`src/rtl/step_decoder.sv`:
```
// ---------------------------------------------------------------------------
// step_decoder : registered control-step counter with one-hot T-state strobes
// Optional macro STEP_DECODER_TERM_EN adds a programmable terminal step. Rev 1.0
// ---------------------------------------------------------------------------
`default_nettype none

module step_decoder #(
  parameter int SEL_W = 3
) (
  input  logic                  clk,
  input  logic                  rst,
  input  logic                  adv,
  input  logic                  clr,
  input  logic                  load,
  input  logic [SEL_W-1:0]      sel_in,
  input  logic                  oe,
`ifdef STEP_DECODER_TERM_EN
  input  logic [SEL_W-1:0]      term,
`endif
  output logic [2**SEL_W-1:0]   m,
  output logic [SEL_W-1:0]      step,
  output logic                  wrap
);

  localparam logic [SEL_W-1:0] C_ONE  = SEL_W'(1);
  localparam logic [SEL_W-1:0] C_ONES = '1;

  logic [SEL_W-1:0] r_step;
  logic             r_wrap;
  logic [SEL_W-1:0] w_last;

`ifdef STEP_DECODER_TERM_EN
  assign w_last = term;
`else
  assign w_last = C_ONES;
`endif

  always_ff @(posedge clk) begin
    if (rst) begin
      r_step <= '0;
      r_wrap <= 1'b0;
    end else if (clr) begin
      r_step <= '0;
      r_wrap <= 1'b0;
    end else if (load) begin
      r_step <= sel_in;
      r_wrap <= 1'b0;
    end else if (adv) begin
      // a loaded step above the terminal value rolls over silently
      if (r_step == w_last) begin
        r_step <= '0;
        r_wrap <= 1'b1;
      end else begin
        r_step <= r_step + C_ONE;
        r_wrap <= 1'b0;
      end
    end else begin
      r_wrap <= 1'b0;
    end
  end

  always_comb begin
    m = '0;
    if (oe) m[r_step] = 1'b1;
  end

  assign step = r_step;
  assign wrap = r_wrap;

endmodule

`default_nettype wire

```
`config.mk`:
```
export PLATFORM = sky130hd
export DESIGN_NAME = step_decoder
export DESIGN_NICKNAME = d
export VERILOG_FILES = /design/src/rtl/step_decoder.sv
export SDC_FILE = /design/constraint.sdc
export NUM_CORES = 1
export LEC_CHECK = 0
export CAP_MARGIN = 20
export CORE_AREA = 2 2 39 41
export CTS_BUF_LIST = sky130_fd_sc_hd__clkbuf_4 sky130_fd_sc_hd__clkbuf_8
export DETAILED_ROUTE_END_ITERATION = 12
export DIE_AREA = 0 0 41 43
export SLEW_MARGIN = 20
export SYNTH_ARGS = -nofsm -noshare
export SYNTH_HDL_FRONTEND = slang
export SYNTH_SLANG_ARGS = --single-unit
```
`constraint.sdc`:
```
create_clock -name clk -period 4.3 [get_ports clk]
set_clock_uncertainty 0.1 [all_clocks]
set_input_delay 0.43 -clock clk [delete_from_list [all_inputs] [get_ports clk]]
set_output_delay 0.43 -clock clk [all_outputs]
set_load 0.005 [all_outputs]
```
; After elaboration in Yosys (flattened, before gate mapping)
; Cells that the tools add are included.
[totals]
output_inout_bits = 12
word_cells = 18
register_bits = 4
mem_bits_rw = 0
latch_bits = 0
mem_count = 0
romBits = 0
inputBits = 9
[classes]
shifts = 0
muxes = 7
eq_ne = 1
n_lt_le_gt_ge = 2
div = 0
mul = 0
reduce_logical = 4
bitwise_logic = 1
add_sub_neg = 1
[op_table]
columns = operator, n
row1 = two-way mux 3 bit, 3
row2 = two-way mux 8 bit, 1
row3 = "less-than comparator 3 x 4 -> 1 bit, second input constant", 1
row4 = OR reduction 4 bit, 1
row5 = "adder 3 x 1 -> 3 bit, second input constant", 1
row6 = demux 1 bit (select 3 bit), 1
row7 = "equality test 3 bit, second input constant", 1
row8 = ">= comparator 3 x 1 -> 1 bit, second input constant", 1
row9 = two-way mux 1 bit, 2
row10 = nonzero test 2 bit, 1
row11 = OR reduction 2 bit, 1
row12 = logical AND 1 bit, 1
row13 = inverter 1 bit, 1

; Depth between registers and ports, before layout
[logic_depth]
word_depth = 5
ltp_mapped = 4
mapped_depth_nobuf = 4

; Least setup slack after synthesis
; OpenSTA, ideal clock, no wires.
[synth_timing]
path_kind = flip-flop to flip-flop
start = register r_step[0] (netlist: step[0])
end = register r_step[2] (netlist: step[2])
synth_period_minus_slack_ps = 1521
path_slack_ps = 2779
arrival_ps = 1305
stages_incl_launch_ff = 5
setup_ps = 116
path_buffers = 0
path_cell_list = dfxtp_1 > ha_1 > ha_1 > mux2_1 > o211a_1
[synth_via]
elab_chain_cells = 4
word_cells_on_any_way = 5
[synth_lines]
columns = element, line_no
row1 = start: declaration, 28  ; logic [SEL_W-1:0] r_step;
row2 = start signal: assignment, 46  ; r_step <= sel_in;
row3 = start signal: assignment, 54  ; r_step <= r_step + C_ONE;
row4 = adder 3 x 1 -> 3 bit or equality test 3 bit (tied branches), "54, 50"
row5 = two-way mux 3 bit (*), 50  ; if (r_step == w_last) begin
row6 = two-way mux 3 bit (*), 48  ; end else if (adv) begin
row7 = two-way mux 3 bit (*), 45  ; end else if (load) begin
; Every way passes the cells marked *; elsewhere a longest branch is shown, timed or not. The select of a mux whose other input is x is not followed.
; A chain may end at the register's enable or synchronous reset.

; Worst setup path after layout
[layout_timing]
start = input port oe
end = output port m[0]
[layout_via]
elab_chain_cells = 1
[layout_lines]
columns = element, line_no
row1 = start: declaration, 16  ; input logic oe,
row2 = two-way mux 8 bit, 64  ; if (oe) m[r_step] = 1'b1;
row3 = end: declaration, 20  ; output logic [2**SEL_W-1:0] m,
; No other way between the ends.

==> flow_summary.toml <==
[synth]
ys_seq_elements = 4
syn_area_um2 = 269.0
syn-num-nets = 42
yosys.cell_types.count = 12
ys_seq_area_share_pct = 29.77
syn_avg_cell_area_um2 = 8.678
synth_warnings = 0
syn_inst = 31
synth.largest_area_cell = "dfxtp_1"
yosysTopAreaCellShare_pct = 29.77
synth_area_leaders = "dfxtp_1 (30%), nand2b_1 (14%), nor2_1 (9.8%), ha_1 (9.3%), mux2_1 (8.4%)"

[clock_network]
root_buffer = "clkbuf_4"
post_cts_buffers = 0
cts_inserted_buffers = 3
cts_hold_buf = 0
cts_tree = "built"
ctsResizeCount = 0
cts.clk_slew.worst_paths_ps = 40
cts.sinks = 4
cts.path.max_buffers = 2
insertion_delay_ps = 230
htree_levels = 1

[place]
dp.cells = 67
place_congestion = 0.6340
hpwlAfterDp_um = 525.8
io_buffers = 20

[critical_path]
cp_num_buf_inv = 2
critPathTopFamily = "buffers and inverters"
cp_max_fo = 4
r2r_start = "step[0]$_SDFFE_PP0P_"
crit_start = "oe"
arrival_ps = 1710
critical_path_class = "input port to output port"
startpoint_type = "input port"
cp_common_cell = "clkdlybuf4s50_1"
slowest_stage = "clkdlybuf4s50_1"
worst_setup_path_end_kind = "output port"
reg2reg_slack_ps = 2700
cp_cell_sequence = "clkdlybuf4s50_1 > nand2b_1 > nor3_1 > clkdlybuf4s50_1"
critPathRequiredTime_ps = 3770
cpPeakStageDelay_ps = 530

[detailed_routing]
vias = 304
wl_per_cell_um = 9.543
drc = 0
viasPerCell = 4.343
drt-initial-drc-count = 0
firstDrtPassIters = 1
ant_nets = 0
wl_um = 668

[timing]
setup_viol = 0
worst_pin_slew_ps = 293.4
rsz0062_at_grt = "false"
fin_crit_ps = 2236
hold_viol = 0
maxSlewHeadroom_pct = 80.37
setup_tns_ps = 0
fmax_mhz = 447.2
drv_slew = 0
period_share_pct = 52.00

[layout]
n_fill_cell = 138
drive_above_1_share_pct = 9.259
syn2layout_area_growth_pct = 90.23
layout_commonest_cell = "clkdlybuf4s50_1"
final_cell_mix = "clkdlybuf4s50_1 (20), nor2_1 (7), nand2b_1 (6)"
finish.net_count = 67
stdcell_count = 70
antenna_cells = 0

[pwr]
peakVddDrop_v = 0.0001240
p_per_area_nw_per_um2 = 217.6
p_leak_nw = 0.2225

[die]
dieArea_um2 = 1763
die_x_um = 41
io_pins = 21
rows = 14
die_h_um = 43
start_util_pct = 19.44
core-area_um2 = 1384

[worst_hold_path]
hp-start = "step[1]$_SDFFE_PP0P_"
holdCritPathClass = "flip-flop to flip-flop"

[global_routing]
grt_max_degree = 10
grt_usage_pct = 9.419
overflow = 0
grt_pass1_wl_um = 1062
antenna_found_initial = 0
grt_pass1_vias = 260

[status]
outcome = "finished, final reports clean"

[job]
maxCapViolations = 0
## layer usage
layer	vias to the layer above	wire [um]	GRT usage, %
met4	0	0	8.000
met2	19	265	12.19
met5	-	0	0
met1	125	294	10.54
met3	0	108	5.236
li1	160	-	-
## cell families (layout without fill, tap and decap cells)
kind of cell	Yosys count	in the layout	share of synthesized area, %
AO/OA/AOI/OAI	3	3	11.16
adder cells (fa/ha/maj)	2	2	9.301
buffers and inverters	0	23	0
flip-flops	4	4	29.77
multiplexers	2	2	8.371
AND/OR/NAND/NOR	20	20	41.40
## worst register-to-register path: cells and delay by family, from the launching register on
| family | cells | cell delay (ps) |
|---|---|---|
| AOI/OAI and AO/OA | 1 | 200 |
| adders and majority gates | 2 | 430 |
| DFF | 1 | 480 |
| muxes | 1 | 290 |
## final cells by class
type / instances / area [um^2] / share of cell area (%)
timing repair buffer: 20 / 200.2 / 39.12
multi-input combinational: 27 / 188.9 / 36.92
tap: 16 / 20.02 / 3.912
clock buffer: 3 / 22.52 / 4.401
sequential: 4 / 80.08 / 15.65
## final timing paths
| kind | to | cells past startpoint |
|---|---|---|
| setup reg to reg | step[2]$_SDFFE_PP0P_ | 4 |
| setup / recovery | m[0] | 4 |
| hold / removal | step[1]$_SDFFE_PP0P_ | 2 |
| hold reg to reg | step[1]$_SDFFE_PP0P_ | 2 |
## Yosys cell counts
library cell and n:
o311a_1 1, nor2_1 7, ha_1 2, o211a_1 2, mux2_1 2, nand2b_1 6, nor3_1 2, and4b_2 1
dfxtp_1 4, nor3b_2 1, nor2b_1 1, nand2_1 2
## where the power goes
group	internal, mW	switching (mW)	total, mW
sequential	0.0387	0.00242	0.0411
clock	0.0312	0.0150	0.0462
combinational	0.0162	0.00773	0.0240
total	0.0861	0.0252	0.111
## registers in the layout, summed over array words and instances (netlist names)
name  cells
step      3
wrap      1
## stage by stage
step / cell area (um^2) / worst slack [ps] / util [%] / power, mW / hold WS, ps
after floorplan: 269.0 / 2779 / - / 0.04961 / 486.0
after global placement: 489.2 / 2072 / 35.35 / 0.06570 / 580.8
after detailed placement: 489.2 / 2071 / 35.35 / 0.06595 / 577.7
after CTS: 511.7 / 2061 / 36.98 / 0.1142 / 587.5
after global routing: 511.7 / 1991 / 36.98 / 0.1182 / 624.7
final: 511.7 / 2064 / 36.98 / 0.1113 / 580.1
Power figures use the tool's default switching activity.
